File: src/rtl/pipemem_stage_pkg.sv
// Shared pipeline definitions: MEM-stage FSM encoding, I/O port addresses,
// and small address/counter helpers.
package pipemem_stage_pkg;

  typedef enum logic [1:0] {
    IDLE = 2'd0,
    BUSY = 2'd1,
    DONE = 2'd2
  } state_t;

  localparam logic [31:0] IO_OUT_ADDR_DEF = 32'h0000_0080;
  localparam logic [31:0] IO_IN_ADDR_DEF  = 32'h0000_00C0;

  localparam int CNT_W = 8;

  // Word-aligned form of a byte address
  function automatic logic [31:0] word_addr(input logic [31:0] a);
    return {a[31:2], 2'b00};
  endfunction

  // Saturating increment; the wait counter must never wrap
  function automatic logic [CNT_W-1:0] sat_inc(input logic [CNT_W-1:0] c);
    return (&c) ? c : c + 1'b1;
  endfunction

endpackage

File: src/rtl/pipemem_io.sv
// Memory-mapped I/O: address decode for the output/input ports and the
// output port register. Accesses here never touch the data memory.
module pipemem_io
  import pipemem_stage_pkg::*;
#(
  parameter logic [31:0] IO_OUT_ADDR = IO_OUT_ADDR_DEF,
  parameter logic [31:0] IO_IN_ADDR  = IO_IN_ADDR_DEF
) (
  input  logic        clock,
  input  logic        resetn,
  input  logic        i_wr_en,
  input  logic        i_rd_en,
  input  logic [31:0] i_addr,
  input  logic [31:0] i_wdata,
  input  logic [31:0] i_in_port,
  output logic        o_hit,
  output logic [31:0] o_rdata,
  output logic [31:0] o_out_port
);

  logic [31:0] w_waddr;
  logic        w_hit_out;
  logic        w_hit_in;
  logic [31:0] r_out_port;

  assign w_waddr    = word_addr(i_addr);
  assign w_hit_out  = (w_waddr == IO_OUT_ADDR);
  assign w_hit_in   = (w_waddr == IO_IN_ADDR);
  assign o_hit      = w_hit_out | w_hit_in;
  assign o_out_port = r_out_port;

  // Output port register, written by a store to IO_OUT_ADDR
  always_ff @(posedge clock or negedge resetn) begin
    if (!resetn)                   r_out_port <= 32'h0;
    else if (i_wr_en && w_hit_out) r_out_port <= i_wdata;
  end

  // Combinational read mux; zero unless a load hits a port
  always_comb begin
    o_rdata = 32'h0;
    if (i_rd_en) begin
      if (w_hit_in)       o_rdata = i_in_port;
      else if (w_hit_out) o_rdata = r_out_port;
    end
  end

endmodule

File: src/rtl/pipemem_stage.sv
// MEM pipeline stage: stalls the pipeline around a req/ack data-memory
// handshake with timeout, and services I/O port accesses with zero stall.
module pipemem_stage
  import pipemem_stage_pkg::*;
#(
  parameter int          TIMEOUT     = 15,
  parameter logic [31:0] IO_OUT_ADDR = IO_OUT_ADDR_DEF,
  parameter logic [31:0] IO_IN_ADDR  = IO_IN_ADDR_DEF
) (
  input  logic        clock,
  input  logic        resetn,
  input  logic        mwmem,
  input  logic        mm2reg,
  input  logic [31:0] malu,
  input  logic [31:0] mb,
  input  logic [31:0] in_port0,
  input  logic [31:0] mem_rdata,
  input  logic        mem_ack,
  output logic        mem_req,
  output logic        mem_we,
  output logic [31:0] mem_addr,
  output logic [31:0] mem_wdata,
  output logic [31:0] mmo,
  output logic        mem_stall,
  output logic [31:0] out_port0,
  output logic        bus_err
);

  localparam logic [CNT_W-1:0] TO_LIMIT = CNT_W'(TIMEOUT);

  state_t           r_state, w_state_nxt;
  logic [CNT_W-1:0] r_cnt, w_cnt_inc;
  logic             r_mem_req, r_mem_we, r_bus_err;
  logic [31:0]      r_mem_addr, r_mem_wdata, r_rdq;

  logic        w_store, w_load, w_access, w_io_hit, w_mem_access;
  logic        w_stall, w_start, w_ack_take, w_abort, w_timeout;
  logic [31:0] w_io_rdata;

  // Store wins when both enables are set
  assign w_store      = mwmem;
  assign w_load       = mm2reg & ~mwmem;
  assign w_access     = mwmem | mm2reg;
  assign w_mem_access = w_access & ~w_io_hit;

  assign w_cnt_inc = sat_inc(r_cnt);
  assign w_timeout = (w_cnt_inc >= TO_LIMIT);

  // Port writes only happen from IDLE so a stalled instruction never rewrites
  pipemem_io #(
    .IO_OUT_ADDR (IO_OUT_ADDR),
    .IO_IN_ADDR  (IO_IN_ADDR)
  ) u_io (
    .clock      (clock),
    .resetn     (resetn),
    .i_wr_en    (w_store && (r_state == IDLE)),
    .i_rd_en    (w_load),
    .i_addr     (malu),
    .i_wdata    (mb),
    .i_in_port  (in_port0),
    .o_hit      (w_io_hit),
    .o_rdata    (w_io_rdata),
    .o_out_port (out_port0)
  );

  // FSM state register
  always_ff @(posedge clock or negedge resetn) begin
    if (!resetn) r_state <= IDLE;
    else         r_state <= w_state_nxt;
  end

  // Next-state and handshake control
  always_comb begin
    w_state_nxt = r_state;
    w_stall     = 1'b0;
    w_start     = 1'b0;
    w_ack_take  = 1'b0;
    w_abort     = 1'b0;
    case (r_state)
      IDLE: begin
        if (w_mem_access) begin
          w_stall     = 1'b1;
          w_start     = 1'b1;
          w_state_nxt = BUSY;
        end
      end
      BUSY: begin
        w_stall = 1'b1;
        if (mem_ack) begin
          w_ack_take  = 1'b1;
          w_state_nxt = DONE;
        end else if (w_timeout) begin
          w_abort     = 1'b1;
          w_state_nxt = DONE;
        end
      end
      // Pipeline advances on this edge; never reissue the same access
      DONE:    w_state_nxt = IDLE;
      default: w_state_nxt = IDLE;
    endcase
  end

  // Request registers, read-data capture, wait counter and sticky error
  always_ff @(posedge clock or negedge resetn) begin
    if (!resetn) begin
      r_mem_req   <= 1'b0;
      r_mem_we    <= 1'b0;
      r_mem_addr  <= 32'h0;
      r_mem_wdata <= 32'h0;
      r_rdq       <= 32'h0;
      r_cnt       <= '0;
      r_bus_err   <= 1'b0;
    end else begin
      if (w_start) begin
        r_mem_req   <= 1'b1;
        r_mem_we    <= w_store;
        r_mem_addr  <= word_addr(malu);
        r_mem_wdata <= mb;
        r_cnt       <= '0;
      end
      if (r_state == BUSY && !mem_ack) r_cnt <= w_cnt_inc;
      if (w_ack_take) begin
        r_rdq     <= mem_rdata;
        r_mem_req <= 1'b0;
      end
      if (w_abort) begin
        r_rdq     <= 32'h0;
        r_mem_req <= 1'b0;
        r_bus_err <= 1'b1;
      end
    end
  end

  // Load result: captured data in DONE, port data for I/O loads, else zero
  always_comb begin
    mmo = 32'h0;
    if (resetn) begin
      if (r_state == DONE && w_load)                mmo = r_rdq;
      else if (r_state == IDLE && w_io_hit)         mmo = w_io_rdata;
    end
  end

  assign mem_stall = resetn & w_stall;
  assign mem_req   = r_mem_req;
  assign mem_we    = r_mem_we;
  assign mem_addr  = r_mem_addr;
  assign mem_wdata = r_mem_wdata;
  assign bus_err   = r_bus_err;

endmodule

File: config.mk
export PLATFORM = sky130hd
export DESIGN_NAME = pipemem_stage
export DESIGN_NICKNAME = d
export VERILOG_FILES = /design/src/rtl/pipemem_stage_pkg.sv /design/src/rtl/pipemem_io.sv /design/src/rtl/pipemem_stage.sv
export SDC_FILE = /design/constraint.sdc
export NUM_CORES = 1
export LEC_CHECK = 0
export ABC_AREA = 1
export CAP_MARGIN = 0
export CORE_MARGIN = 2
export CORE_UTILIZATION = 40
export CTS_CLUSTER_SIZE = 20
export DETAILED_ROUTE_END_ITERATION = 12
export PLACE_DENSITY = 0.81
export SYNTH_ARGS = -nofsm -noshare
export SYNTH_HDL_FRONTEND = slang
export SYNTH_SLANG_ARGS = --single-unit
File: constraint.sdc
create_clock -name clock -period 1.6 [get_ports clock]
set_input_delay 0.32 -clock clock [delete_from_list [all_inputs] [get_ports clock]]
set_output_delay 0.32 -clock clock [all_outputs]
set_load 0.01 [all_outputs]
==> results of run 1 <==
[path summary, 6_finish.rpt]
check	startpoint	end	slack (ns)	cells after the start
hold / removal	malu[15]	mem_addr[15]	0.08	3
max in group asynchronous	resetn	u_io.o_out_port[9]	0.21	4
setup / recovery	malu[31]	mmo[4]	-0.70	13
hold reg to reg	r_rdq[10]	r_rdq[10]	0.48	2
min in group asynchronous	resetn	mem_wdata[15]	0.41	3
setup reg to reg	r_cnt[0]	r_rdq[27]	-0.48	12
[layout make-up]
| cell class | instances | area share |
|---|---|---|
| clock buffer | 17 | 0.03338 |
| sequential | 139 | 0.2730 |
| clock inverter | 15 | 0.01551 |
| multi-input combinational | 628 | 0.2931 |
| inverter | 58 | 0.01787 |
| timing repair buffer | 403 | 0.3453 |
| tap | 220 | 0.02160 |
| antenna | 1 | 0.0001963 |
[tightest hold or removal path: stages]
cell     delay (ns)
buf_6          0.07
nand2_1        0.04
nand2_1        0.04
[per-stage QoR]
step           hold WS [ns]  worst slack [ns]  area (um2)  setup TNS (ns)  utilization
2_1_floorplan       0.02441           -0.1422        7074          -5.207            -
3_3_place_gp         0.2802            -1.328       10370         -122.25       0.6233
3_5_place_dp         0.2907            -1.367       10370         -127.71       0.6233
4_1_cts             0.07203           -0.6840       11540          -35.61       0.6937
5_1_grt             0.09581           -0.7272       12740          -54.47       0.7657
6_report            0.08424           -0.6958       12750          -49.42       0.7659
[repair_timing]
| action | in CTS | in global routing |
|---|---|---|
| setup buffers | 28 | 16 |
| gates resized for setup | 399 | 263 |
| setup endpoints to repair | 269 | 224 |
| hold buffers | 1 | 0 |
| pin swaps | 37 | 43 |
| hold endpoints to repair | 14 | 0 |
| gates cloned | 13 | 21 |
[per-layer routing]
| layer | up-vias | wire length (um) | track usage |
|---|---|---|---|
| met2 | 547 | 15510 | 0.4779 |
| met5 | - | 0 | 0 |
| met3 | 137 | 2723 | 0.06944 |
| met4 | 0 | 1712 | 0.1567 |
| met1 | 3932 | 11740 | 0.3598 |
| li1 | 3525 | - | - |
[registers in the layout, summed over array words and instances, names as in the netlist]
signal	cells
mem_we	1
mem_wdata	32
r_state	2
bus_err	1
u_io.o_out_port	32
r_cnt	8
r_rdq	32
mem_req	1
mem_addr	30
[cell families after synthesis]
family | after synthesis | synth area share
and+or+nand+nor | 505 | 0.3175
DFF | 139 | 0.5107
AOI/OAI and AO/OA | 119 | 0.08874
buffers and inverters | 110 | 0.07937
xor gates and xnor gates | 1 | 0.001286
adders and majority gates | 1 | 0.001837
other | 1 | 0.0005506
[where the power goes]
part / total [uW] / internal, uW / switching (uW)
Sequential: 5570 / 4690 / 876
Combinational: 8400 / 4250 / 4150
Clock: 4270 / 2610 / 1660
[placed cells by master (no fill, tap or decap), types with 4 or more instances in the layout]
cell and n:
a21oi_2 34, buf_4 72, buf_2 47, o21ai_0 7, nand3_1 65, o21ai_2 11
nor2_2 9, clkbuf_16 32, clkdlybuf4s50_1 97, inv_2 9, inv_1 46, buf_16 10
dlygate4sd2_1 40, o21ai_1 61, nand2_1 247, dfrtp_1 138, clkinv_2 4, nand3_2 17
nand2_2 82, buf_6 24, clkdlybuf4s15_1 6, bufinv_16 4, nor2_1 9, nand2_4 52
buf_8 4, buf_12 25, dlymetal6s2s_1 59, nor2_4 14
==> flow_metrics.tcl, run 1 <==
set metrics [dict create \
    die-area_um2 18080 \
    final_critical_path_setup_slack_ns -0.6958 \
    status "complete, but fails checks" \
    slowest_stage "clkdlybuf4s15_1" \
    row_count 47 \
    drv_slew 0 \
    yosysMostFrequentCell "nand2_1" \
    fin_crit_sh 1.435 \
    grt_first_pass_wirelength_um 40410 \
    netlist_instances 876 \
    grt_start_max_net_pins 54 \
    hold_path_class "input pin to flop" \
    netlist_area_um2 6810 \
    stdcell_count 1481 \
    slew_headroom 0.5326 \
    cts_tree "yes" \
    htreeDepth 4 \
    io_pins 265 \
    final-hold-violation-count 0 \
    synth_edf_count 0 \
    slowest_delay_ns 0.19 \
    num_vias 8141 \
    drc 0 \
    die_w_um 134.5 \
    p_leak_uw 0.007167 \
    critPathBufInv 5 \
    async_flop_share 1.000 \
    worstSetupPathType "input pin to primary output" \
    violations "setup timing" \
    wl_per_cell_um 21.39 \
    setup.worst_path.end_class "primary output" \
    first_pass_iters 5 \
    clk_latency_ns 0.43 \
    path_cells "clkdlybuf4s15_1, inv_2, nand2_2, nor2_2, nand2_2, nor2_4, o21ai_4, nor2_4, buf_6, buf_12, nand2_4, a21oi_2, buf_2" \
    cp_top_family "buffers and inverters" \
    viasPerCell 5.497 \
    nets 1381 \
    synth.distinct_cells 31 \
    max_clock_freq_mhz 435.6 \
    fillerInstances 1101 \
    setup_viol 140 \
    yosys.area.top_type_share 0.5107 \
    peakVddDrop_mv 0.9815 \
    clockRootBuffer "clkbuf_16" \
    power_density_nw_per_um2 1431 \
    grt.total_usage 0.2923 \
    final_antenna_net_count 0 \
    fin_crit_ns 2.296 \
    drv_cap 0 \
    crit_arrival_ns 1.98 \
    clock_skew_ns 0.01091 \
    syn_to_final_growth_pct 87.16 \
    drt-initial-drc-count 695 \
    portBuffers 260 \
    place.gp.congestion 0.9063 \
    power.total_uw 18240 \
    core_um2 16640 \
    start_kind "input pin" \
    cts.sinks 139 \
    synth_top_cells_by_count "nand2_1 (368), dfrtp_1 (139), nand3_1 (81), inv_1 (57), o21ai_0 (45)" \
    drive_above_1_share 0.3754 \
    netlist_top_cells_area "dfrtp_1 (51%), nand2_1 (20%), nand3_1 (6.0%)" \
    clk_pin_slew_ns 0.06 \
    tightest_slew_ns 0.7012 \
    yosys_register_bits 139 \
    numCtsBuffers 17 \
    cp_max_fo 8 \
    multi_input_area_um2 3736 \
    overflow 0 \
    synth.yosys.warnings 0 \
    place_inst 1384 \
    antenna_found_initial 1 \
    required_ns 1.28 \
    clockBufferDepth 2 \
    hpwlAfterDp_um 16110 \
    synth_largest_area_cell "dfrtp_1" \
    final-seq-area_um2 3480 \
    synth-main-ff-cell "dfrtp_1" \
    rsz0062_at_grt "true" \
    drt_wl_total_um 31690 \
    dieHeight_um 134.5 \
    grt_pass1_vias 7443 \
    synth_seq_area_share 0.5107 \
    syn_avg_cell_area_um2 7.774 \
    initial_core_util 0.4092 \
]
Power figures use the tool's default switching activity.
==> run 2: changes to the inputs <==
CORE_ASPECT_RATIO = 1.2   (was default)
==> flow_metrics.tcl, run 2 (synthesized netlist as in run 1, its figures left out) <==
set metrics [dict create \
    status "complete, but fails checks" \
    violations "setup timing" \
    timing.hold.ws_ns 0.09228 \
    combPwrFrac 0.464 \
    clock_skew_ns 0.01434 \
    cp_max_fo 5 \
    power_density_nw_per_um2 1403 \
    clockBufferDepth 2 \
    power.share.sequential 0.311 \
    place_inst 1390 \
    fin_crit_ns 2.316 \
    peakVddDrop_mv 0.9358 \
    p_leak_uw 0.006526 \
    crit_arrival_ns 2.00 \
    io_pins 265 \
    tightest_slew_ns 0.6736 \
    dieHeight_um 146.9 \
    setup_viol 121 \
    required_ns 1.28 \
    drt-initial-drc-count 537 \
    grt.total_usage 0.3023 \
    hold_start "malu[11]" \
    numCtsBuffers 17 \
    num_vias 7930 \
    htreeDepth 4 \
    crit_start "malu[13]" \
    place.gp.congestion 0.9237 \
    clk_pin_slew_ns 0.06 \
    mostFrequentLayoutCell "nand2_1" \
    drc 0 \
    r2r-start "r_cnt[1]" \
    grt_first_pass_wirelength_um 41460 \
    worstSetupPathType "input pin to primary output" \
    switchingPower_uw 6783 \
    final-seq-area_um2 3481 \
    initial_core_util 0.4057 \
    cts.sinks 139 \
    max_clock_freq_mhz 431.8 \
    power.total_uw 18040 \
    setup.worst_path.end_class "primary output" \
    multi_input_area_um2 3859 \
    final_critical_path_setup_slack_ns -0.7159 \
    portBuffers 260 \
    drive_above_1_share 0.4058 \
    overflow 0 \
    hold_path_class "input pin to flop" \
    final-hold-violation-count 0 \
    core_um2 16790 \
    drv_slew 0 \
    fin_crit_sh 1.447 \
    die_w_um 123.1 \
    drt_wl_total_um 30830 \
    layout_common_cells "nand2_1 (261), dfrtp_1 (137), clkdlybuf4s50_1 (97), dlygate4sd2_1 (97)" \
    hpwlAfterDp_um 16920 \
    first_pass_iters 5 \
    row_count 52 \
    grt_pass1_vias 7855 \
    cts_tree "yes" \
    rsz0062_at_grt "true" \
    syn_to_final_growth_pct 88.81 \
    clk_latency_ns 0.43 \
    die-area_um2 18090 \
    wl_per_cell_um 20.54 \
    grt_start_max_net_pins 52 \
    nets 1405 \
    drv_cap 0 \
    final_antenna_net_count 0 \
    swShare 0.3759 \
    start_kind "input pin" \
    fillerInstances 1091 \
    slew_headroom 0.5509 \
    stdcell_count 1501 \
    clockRootBuffer "clkbuf_16" \
    intPower_uw 11260 \
    viasPerCell 5.283 \
    antenna_found_initial 2 \
    clkPwrFrac 0.225 \
]
[run 2: cell count changes in the layout (fill, tap and decap cells not counted), moves of 12 or more]
cell,before,now
buf_6,24,38
buf_4,72,84
dlygate4sd2_1,40,97
nand2_4,52,36
nand2_1,247,261
nand3_2,17,38
nand3_1,65,41
dlymetal6s2s_1,59,1
[run 2: timing repair]
action | CTS | global route
endpoints found under the setup margin | 269 | 171
hold buffers | 1 | 0
pin swaps | 59 | 72
setup buffers | 43 | 26
hold endpoints to repair | 13 | 0
gates resized for setup | 480 | 225
cloned | 18 | 12
[run 2: path summary, 6_finish.rpt]
path	cells after the start	end	slack, ns
worst min register to register	2	mem_addr[18]	0.48
worst max register to register	14	r_rdq[25]	-0.41
max in group asynchronous	4	r_cnt[2]	0.23
worst min-delay path	3	mem_addr[11]	0.09
worst max-delay path	14	mmo[20]	-0.72
min in group asynchronous	3	mem_wdata[3]	0.40
[run 2: cell type report]
type,count,area share
diodes,1,0.0001946
clock buffers,19,0.03367
clock inverters,13,0.01304
inverters,58,0.01771
multi-input cells,628,0.3001
flip-flops and latches,139,0.2707
well taps,216,0.02102
repair buffers,427,0.3436
[run 2: per-layer routing]
metal  part of all wire  routed length (um)  GRT usage
met3              0.074                2268    0.07376
met1               0.34               10620     0.3438
met2               0.52               16040     0.5210
met4              0.061                1883     0.1540
met5            0.00036                  11          0
[run 2: critical path: stages]
cell     delay [ns]
buf_6          0.10
nor2_4         0.10
nand4_1        0.13
buf_4          0.17
nor2_4         0.15
buf_6          0.14
buf_12         0.13
buf_12         0.12
buf_8          0.12
nand3_2        0.06
nand2_1        0.11
nand2_1        0.08
a21oi_2        0.12
buf_2          0.13
[run 2: power groups by stage]
stage / Sequential, uW / Clock [uW] / Combinational (uW)
after detailed placement: 5390 / 0 / 5610
after floorplan: 5700 / 0 / 2240
final: 5610 / 4060 / 8370
after global routing: 5730 / 4240 / 8820
after global placement: 5360 / 0 / 5450
after CTS: 5390 / 4090 / 6770
[run 2: metrics by stage]
stage	instance area, um2	TNS, ns	utilization	setup WS (ns)
after CTS	11990	-32.27	0.7141	-0.6518
after global routing	12860	-42.09	0.7660	-0.7821
after floorplan	7074	-5.207	-	-0.1422
after global placement	10470	-122.43	0.6236	-1.275
after detailed placement	10470	-128.41	0.6236	-1.310
final	12860	-35.67	0.7660	-0.7159
==> run 3: changes to the inputs <==
CORE_UTILIZATION = 41   (was 40)
PLACE_DENSITY = 0.82   (was 0.81)
SYNTH_HIERARCHICAL = 1   (was default)
clock period = 2 ns   (was 1.6 ns; I/O delays follow)
==> flow_metrics.tcl, run 3 <==
set metrics [dict create \
    status "complete, but fails checks" \
    violations "setup timing" \
    fillerInstances 1123 \
    numCtsBuffers 17 \
    num_vias 8136 \
    yosys.area.top_type_share 0.4823 \
    clk_latency_ns 0.42 \
    synth_top_cells_by_count "nand2_1 (206), dfrtp_1 (139), nand3_1 (138), a21oi_1 (93), mux2_2 (62)" \
    crit_arrival_ns 2.08 \
    drt_wl_total_um 31670 \
    synth.yosys.warnings 6 \
    io_pins 265 \
    final-seq-area_um2 3480 \
    synth_edf_count 0 \
    cp_max_fo 14 \
    drc 0 \
    layout_common_cells "clkdlybuf4s50_1 (196), nand2_1 (176), dfrtp_1 (138), nand3_1 (109), buf_4 (71)" \
    place.gp.congestion 0.9036 \
    grt_start_max_net_pins 56 \
    diodes 0 \
    async_flop_share 1.000 \
    core_um2 17370 \
    initial_core_util 0.4151 \
    viasPerCell 5.611 \
    required_ns 1.60 \
    overflow 0 \
    peakVddDrop_mv 0.9933 \
    syn_avg_cell_area_um2 8.357 \
    synth-main-ff-cell "dfrtp_1" \
    portBuffers 260 \
    hpwlAfterDp_um 18080 \
    grt.total_usage 0.3096 \
    setup_viol 106 \
    grt_pass1_vias 8256 \
    wl_per_cell_um 21.84 \
    synth.distinct_cells 28 \
    worstSetupPathType "input pin to primary output" \
    drv_slew 0 \
    setup.worst_path.end_class "primary output" \
    p_leak_uw 0.006017 \
    power_density_nw_per_um2 1140 \
    yosys_register_bits 139 \
    mostFrequentLayoutCell "clkdlybuf4s50_1" \
    nets 1351 \
    synth_largest_area_cell "dfrtp_1" \
    grt_first_pass_wirelength_um 44930 \
    max_clock_freq_mhz 403.5 \
    clock_skew_ns 0.009317 \
    final_core_util 0.7515 \
    final_antenna_net_count 0 \
    die-area_um2 18670 \
    drv_cap 0 \
    drive_above_1_share 0.3837 \
    start_kind "input pin" \
    antenna_found_initial 0 \
    dieHeight_um 149.3 \
    cts.sinks 139 \
    clk_pin_slew_ns 0.06 \
    htreeDepth 4 \
    multi_input_area_um2 4197 \
    drt-initial-drc-count 785 \
    power.total_uw 14880 \
    slew_headroom 0.5266 \
    netlist_area_um2 7212 \
    rsz0062_at_grt "true" \
    hold_path_class "input pin to asynchronous set/reset pin" \
    final_critical_path_setup_slack_ns -0.4785 \
    syn_to_final_growth_pct 81.05 \
    clockRootBuffer "clkbuf_16" \
    die_w_um 125.1 \
    row_count 53 \
    first_pass_iters 5 \
    fin_crit_ns 2.478 \
    synth_seq_area_share 0.4823 \
    cts_tree "yes" \
    final-hold-violation-count 0 \
    netlist_top_cells_area "dfrtp_1 (48%), nand2_1 (11%), mux2_2 (9.7%)" \
    fin_crit_sh 1.239 \
    clockBufferDepth 2 \
    tightest_slew_ns 0.7101 \
    netlist_instances 863 \
    yosysMostFrequentCell "nand2_1" \
]
==> run 3: cell types whose count changed after synthesis, moves of 15 or more <==
cell	before	now
nand3_1	81	138
o21ai_1	34	0
a21oi_1	37	93
clkbuf_1	22	37
mux2_2	0	62
nand2_1	368	206
==> run 3: critical path: stages <==
cell and delay, ns:
buf_2 0.12, nand2_1 0.08, inv_1 0.04, nand2_1 0.10, nor2_4 0.07, buf_6 0.17, buf_12 0.16, a21oi_1 0.30
nand2_4 0.07, a21oi_2 0.14, nand3_1 0.11, a21oi_2 0.16, buf_2 0.14
==> run 3: cell families (layout without fill, tap and decap cells) <==
| logic type | count (synthesis) | after routing | synth area share |
|---|---|---|---|
| AND/OR/NAND/NOR | 383 | 383 | 0.2302 |
| AO/OA/AOI/OAI | 150 | 150 | 0.1107 |
| adder cells (fa/ha/maj) | 1 | 1 | 0.001735 |
| flip-flops | 139 | 139 | 0.4823 |
| other | 1 | 2 | 0.0005200 |
| multiplexers | 62 | 62 | 0.09681 |
| buffers and inverters | 127 | 493 | 0.07772 |
==> run 3: worst paths after layout <==
check | start | end | slack, ns | cells after the start
worst min register to register | r_rdq[6] | r_rdq[6] | 0.47 | 2
worst max-delay path | malu[6] | mmo[7] | -0.48 | 13
worst min-delay path | resetn | r_rdq[20] | 0.03 | 2
min in group clock | malu[14] | mem_addr[14] | 0.21 | 2
max in group asynchronous | resetn | r_cnt[0] | 0.66 | 3
worst max register to register | r_cnt[0] | mem_req | -0.02 | 14
==> run 3: power breakdown <==
group | switching (uW) | internal [uW] | total (uW) | leakage (uW)
Sequential | 652 | 3840 | 4490 | 0.00174
Clock | 1290 | 2210 | 3490 | 0.000319
Combinational | 2930 | 3970 | 6900 | 0.00396
==> run 3: per-stage QoR <==
stage,instance area [um2],cells,worst slack [ns],setup TNS (ns),hold WS (ns)
2_1_floorplan,7372,864,-0.02323,-0.1381,0.1044
3_3_place_gp,10690,1349,-1.279,-119.82,0.4219
3_5_place_dp,10690,1349,-1.251,-118.83,0.4277
4_1_cts,12340,1428,-0.4240,-24.81,0.002230
5_1_grt,13060,1450,-0.5389,-37.72,0.03307
6_report,13060,1450,-0.4785,-29.96,0.03437
==> run 3: area by class of cell <==
class	instances	share of cell area
inverter	62	0.01878
sequential	139	0.2665
clock inverter	12	0.01409
tap	220	0.02108
multi-input combinational	598	0.3214
timing repair buffer	399	0.3224
clock buffer	20	0.03574
==> run 3: per-layer routing <==
metal	routed length, um	vias to the layer above	share of wire	track usage
li1	-	3583	-	-
met1	11450	3943	0.36	0.3562
met2	16140	505	0.51	0.5342
met3	2549	105	0.080	0.07245
met4	1526	0	0.048	0.1706
met5	0	-	0	0
==> run 3: what timing repair did <==
item                                    CTS  global route
buffers inserted                         30            21
pin swaps                                74            94
gates cloned                             16             6
hold buffers                              4             0
gates resized for setup                 422           141
endpoints found under the hold margin    13             0
endpoints found under the setup margin  106           139
